`src/rtl/alu_control.sv`:
```
// rtl/alu_control.sv - ALU control decoder: op class + funct to 4-bit ALU select
// Combinational select and illegal-funct flag, plus registered copies for the next stage.
module alu_control #(
  parameter logic [3:0] RESET_OP = 4'b0010
) (
  input  logic       clk,
  input  logic       rst_n,
  input  logic [1:0] alu_op,
  input  logic [5:0] instruction_5_0,
  output logic [3:0] alu_out,
  output logic [3:0] alu_out_q,
  output logic       funct_err,
  output logic       funct_err_sticky
);

  localparam logic [3:0] SEL_AND  = 4'b0000;
  localparam logic [3:0] SEL_OR   = 4'b0001;
  localparam logic [3:0] SEL_ADD  = 4'b0010;
  localparam logic [3:0] SEL_XOR  = 4'b0011;
  localparam logic [3:0] SEL_SUB  = 4'b0110;
  localparam logic [3:0] SEL_SLT  = 4'b0111;
  localparam logic [3:0] SEL_SLTU = 4'b1000;
  localparam logic [3:0] SEL_NOR  = 4'b1100;

  localparam logic [1:0] OP_MEM    = 2'b00;
  localparam logic [1:0] OP_BRANCH = 2'b01;
  localparam logic [1:0] OP_RTYPE  = 2'b10;

  logic [3:0] w_sel;
  logic       w_err;
  logic [3:0] r_alu_out_q;
  logic       r_funct_err_sticky;

  always_comb begin
    w_sel = SEL_ADD;
    w_err = 1'b0;
    case (alu_op)
      OP_MEM:    w_sel = SEL_ADD;
      OP_BRANCH: w_sel = SEL_SUB;
      OP_RTYPE: begin
        // Full 6-bit compare so unlisted functs are flagged rather than aliased.
        case (instruction_5_0)
          6'b100000: w_sel = SEL_ADD;
          6'b100001: w_sel = SEL_ADD;
          6'b100010: w_sel = SEL_SUB;
          6'b100011: w_sel = SEL_SUB;
          6'b100100: w_sel = SEL_AND;
          6'b100101: w_sel = SEL_OR;
          6'b100110: w_sel = SEL_XOR;
          6'b100111: w_sel = SEL_NOR;
          6'b101010: w_sel = SEL_SLT;
          6'b101011: w_sel = SEL_SLTU;
          default: begin
            w_sel = SEL_ADD;
            w_err = 1'b1;
          end
        endcase
      end
      default:   w_sel = SEL_ADD;
    endcase
  end

  always_ff @(posedge clk or negedge rst_n) begin
    if (!rst_n) begin
      r_alu_out_q        <= RESET_OP;
      r_funct_err_sticky <= 1'b0;
    end else begin
      r_alu_out_q        <= w_sel;
      r_funct_err_sticky <= r_funct_err_sticky | w_err;
    end
  end

  assign alu_out          = w_sel;
  assign funct_err        = w_err;
  assign alu_out_q        = r_alu_out_q;
  assign funct_err_sticky = r_funct_err_sticky;

endmodule

```
`config.mk`:
```
export PLATFORM = sky130hd
export DESIGN_NAME = alu_control
export DESIGN_NICKNAME = d
export VERILOG_FILES = /design/src/rtl/alu_control.sv
export SDC_FILE = /design/constraint.sdc
export NUM_CORES = 1
export LEC_CHECK = 0
export ABC_AREA = 1
export ABC_CLOCK_PERIOD_IN_PS = 3000
export CAP_MARGIN = 10
export CORE_AREA = 2 2 39 41
export CTS_CLUSTER_SIZE = 10
export DETAILED_ROUTE_END_ITERATION = 10
export DIE_AREA = 0 0 41 43
export HOLD_SLACK_MARGIN = 0.02
export PLACE_DENSITY_LB_ADDON = 0.25
export SLEW_MARGIN = 20
export SYNTH_ARGS = -nofsm -noshare
export SYNTH_HDL_FRONTEND = slang
export SYNTH_SLANG_ARGS = --single-unit
```
`constraint.sdc`:
```
create_clock -name clk -period 3 [get_ports clk]
set_input_delay 0.6 -clock clk [delete_from_list [all_inputs] [get_ports clk]]
set_output_delay 0.6 -clock clk [all_outputs]
set_load 0.005 [all_outputs]
```
# Word-level counts from Yosys, hierarchy flattened
# Cells that the tools add are included.
# totals
output_inout_bits	10
romBits	0
word_cells	21
ramBits	0
memories	0
latchBits	0
register_bits	5
# classes
n_lt_le_gt_ge	0
div_mod_pow	0
mul	0
mux	4
bitwise_logic	1
eq_ne	12
reduce_logical	2
add_sub_neg	0
shift	0
# op_table
op	n
$eq 6x6->1 const B	10
$pmux 4 s7	1
$reduce_or 10->1	1
$pmux 4 s2	1
$eq 2x1->1 const B	1
$eq 2x2->1 const B	1
$mux 1	2
$reduce_or 2->1	1
$or 1x1->1	1

# Depth between registers and ports, before layout
# logic_depth
word_depth	5
depth_mapped	7

# Worst setup path after synthesis
# Ideal clock, no wire load.
# synth_timing
kind	input-to-output
start	input alu_op[0]
end	output alu_out[0]
slack_ns	1.139
arrival_time_ns	1.261
path_buffers	0
stages	7
path_cell_list	inv_1 > ha_1 > inv_1 > nand2_1 > inv_1 > nand2_2 > nor2_1
# synth_via
elab_chain_cells	2
# synth_rtl
element	line	source
start: declaration	8	input logic [1:0] alu_op,
$eq 2x2->1 or $eq 2x1->1 (tied branches)	37	case (alu_op)
$pmux 4 s2 (*)	37	
end: declaration	10	output logic [3:0] alu_out,
# Every way passes the cells marked *; elsewhere a longest branch is shown, timed or not.

# Worst setup path in the final report
# layout_timing
start	input instruction_5_0[3]
end	output alu_out[1]
# layout_via
elab_chain_cells	4
# layout_rtl
element	line	source
start: declaration	9	input logic [5:0] instruction_5_0,
$eq 6x6->1	42	case (instruction_5_0)
$reduce_or 2->1 (no source line)	-	
$pmux 4 s7 (*)	42	
$pmux 4 s2 (*)	37	
# Marks and branches as above.

==> insert_results.sql <==
INSERT INTO impl_metrics (metric_group, metric, value, unit) VALUES
('cells_and_area', 'fin_nets', '91', ''),
('setup_path', 'timing.critical_path.cells', 'clkdlybuf4s50_1 -> inv_1 -> nor2_2 -> o21ai_0 -> nand2_1 -> a21oi_1 -> nand2_1 -> clkdlybuf4s50_1', ''),
('power', 'ir_worst_vdd', '0.0000941', 'V'),
('drt', 'post-route-drc-count', '0', ''),
('clock_network', 'cts_buffer_depth', '2', ''),
('cells_and_area', 'final.fill_count', '158', ''),
('cells_and_area', 'fraction_of_final_layout_cells_with_drive_strength_greater_than_1', '21.8', '%'),
('placement', 'post-place-ws', '58.6', 'ps'),
('yosys', 'post_synth_num_cell_types', '18', ''),
('floorplan', 'die-area', '1760', 'sq um'),
('cells_and_area', 'area_growth', '67.0', '%'),
('setup_path', 'timing.rr.start', 'funct_err_sticky', ''),
('timing', 'rsz0062_at_grt', 'no', ''),
('timing', 'tightestPinTransition', '239', 'ps'),
('yosys', 'synth_area', '394', 'sq um'),
('timing', 'finalHoldWorstSlack', '463', 'ps'),
('setup_path', 'worst-path-buf-inv', '3', ''),
('yosys', 'synthXorXnorAreaFrac', '0', '%'),
('setup_path', 'rr_worst_depth', '2', ''),
('setup_path', 'cp_top_family', 'buffers and inverters', ''),
('timing', 'maxSlewHeadroom', '83.9', '%'),
('yosys', 'synthSimpleGateAreaFrac', '39.0', '%'),
('clock_network', 'postCtsSetupRepairBufs', '0', ''),
('yosys', 'postSynthAreaPerCell', '7.17', 'sq um'),
('timing', 'layout_worst_path_cycle_share', '95.1', '%'),
('setup_path', 'startpoint', 'instruction_5_0[3]', ''),
('clock_network', 'cts_root_buf', 'clkbuf_4', ''),
('clock_network', 'postCtsHoldBufs', '0', ''),
('drt', 'via_count_normalized_by_instance_count', '4.49', ''),
('timing', 'clock.fmax', '351', 'MHz'),
('yosys', 'synth_compound_area_share', '10.2', '%'),
('yosys', 'yosys_warnings', '0', ''),
('setup_path', 'critPathSlowestCell', 'clkdlybuf4s50_1', ''),
('outcome', 'status', 'completed', ''),
('setup_path', 'critical_path.startpoint_type', 'input port', ''),
('floorplan', 'floorplan.initialDensity', '28.5', '%'),
('drt', 'drt_iter0_markers', '10', ''),
('grt', 'first_global_vias', '347', ''),
('timing', 'finalMaxSlewViolations', '0', ''),
('setup_path', 'timing.critical_path.required', '2400', 'ps'),
('floorplan', 'die-height', '43', 'um'),
('timing', 'fin_crit', '2850', 'ps'),
('floorplan', 'ioPinCount', '20', ''),
('placement', 'dpl.cell_count', '90', ''),
('clock_network', 'clk-insertion-delay-late', '240', 'ps'),
('cells_and_area', 'final-instance-count-excl-fill', '94', ''),
('timing', 'final_hold_viol_count', '0', ''),
('yosys', 'synth.yosys.seq_area_share', '32.1', '%'),
('cells_and_area', 'final_util', '47.6', '%'),
('floorplan', 'core_area', '1380', 'sq um'),
('timing', 'report.final.setup_viol', '0', ''),
('clock_network', 'clock_transition_at_path_regs', '40', 'ps'),
('yosys', 'yosys_register_bits', '5', ''),
('yosys', 'synth_fp_nets', '67', ''),
('setup_path', 'arrival', '2250', 'ps'),
('hold_path', 'min_path_cells', '2', ''),
('grt', 'antenna_violations_before_repair', '0', ''),
('timing', 'fin_tns_setup', '0', 'ps'),
('grt', 'global_route_wire_length_before_repair', '1320', 'um'),
('setup_path', 'slowest_delay', '550', 'ps'),
('grt', 'global_route.usage.total', '11.0', '%'),
('placement', 'dp_hpwl', '665', 'um'),
('flow_run', 'drv_cap', '0', ''),
('setup_path', 'setup.reg_to_reg.worst_slack', '2420', 'ps'),
('cells_and_area', 'antenna-diode-count', '0', ''),
('hold_path', 'timing.hold.worst_endpoint', 'funct_err_sticky', ''),
('timing', 'finalClockSkew', '0', 'ps'),
('drt', 'drt_wl_total', '780', 'um'),
('grt', 'grt_remaining_overflow', '0', ''),
('drt', 'first_pass_iters', '4', ''),
('floorplan', 'die_width', '41', 'um');
## cells in the mapped netlist
library cell  instances  area (sq um)
a21oi_1               1          5.00
nand2_2               2          12.5
nand4_1               1          6.26
dfstp_2               1          26.3
o22ai_2               1          12.5
nor2_2                2          12.5
ha_1                  2          25.0
nor2_1                4          15.0
inv_2                 1          3.75
dfrtp_1               4           100
o21a_1                1          7.51
and2_4                1          8.76
nand2_1              11          41.3
o21ai_0               3          15.0
nand3_1               5          25.0
nor2_4                2          22.5
nand3_2               1          10.0
inv_1                12          45.0
## sequential cells by signal, summed over array words and instances (netlist names)
register and count:
alu_out_q 4, funct_err_sticky 1
## cell type report
class / count / area, sq um / share of cell area, %
Timing Repair Buffer: 19 / 200 / 30.4
Multi-Input combinational cell: 37 / 236 / 35.9
Tap cell: 16 / 20.0 / 3.04
Sequential cell: 5 / 126 / 19.2
Clock buffer: 4 / 26.3 / 3.99
Inverter: 13 / 48.8 / 7.41
## kinds of logic after synthesis
| kind of cell | count (synthesis) |
|---|---|
| fa+ha+maj | 2 |
| simple gates | 29 |
| compound gates | 6 |
| buf+inv | 13 |
| flops | 5 |
## routing by layer
layer / share of wire (%) / vias up / global-route usage, %
met5: 0 / - / 0
met1: 39 / 182 / 13.1
met4: 2.8 / 0 / 8.00
li1: - / 217 / -
met3: 8.8 / 3 / 3.14
met2: 49 / 20 / 15.9
## cells in the final DEF, fill, tap and decap left out
cell and n:
dfrtp_1 4, o22ai_2 1, o21ai_0 3, a21oi_1 1, nand3_2 1, dfstp_2 1, o21a_1 1, clkdlybuf4s50_1 15
nor2_1 2, and2_4 1, clkbuf_4 3, nor2_4 4, inv_2 1, nand4_1 1, dlymetal6s2s_1 4, nand2_1 10
clkbuf_1 1, nand2_2 3, inv_1 12, nand3_1 5, nor2_2 2, ha_1 2
## worst max path at each step
stage | endpoint | slack, ps | cells past startpoint
final | alu_out[1] | 150 | 8
after global routing | funct_err | 7 | 8
after floorplan | alu_out[0] | 1140 | 7
after global placement | alu_out[3] | 70 | 9
after CTS | alu_out[0] | 60 | 9
after detailed placement | alu_out[0] | 60 | 9
## worst min-delay path: stages (launching register included)
cell and delay, ps:
dfrtp_1 340, inv_1 40, nand2_1 50
## stage by stage
step           total power, W  area [sq um]
6_report             0.000199           658
5_1_grt              0.000216           658
4_1_cts              0.000201           631
3_5_place_dp         0.000123           604
3_3_place_gp         0.000122           604
2_1_floorplan       0.0000940           394
## where the power goes
| part | switching [W] | internal (W) |
|---|---|---|
| registers | 0.000000493 | 0.0000709 |
| logic | 0.0000248 | 0.0000276 |
| clock network | 0.0000251 | 0.0000501 |
## what timing repair did
item,in CTS,in global routing
endpoints found under the hold margin,0,0
endpoints found under the setup margin,0,5
gates resized for setup,0,9
No activity file was read; power rests on OpenSTA's default activity.
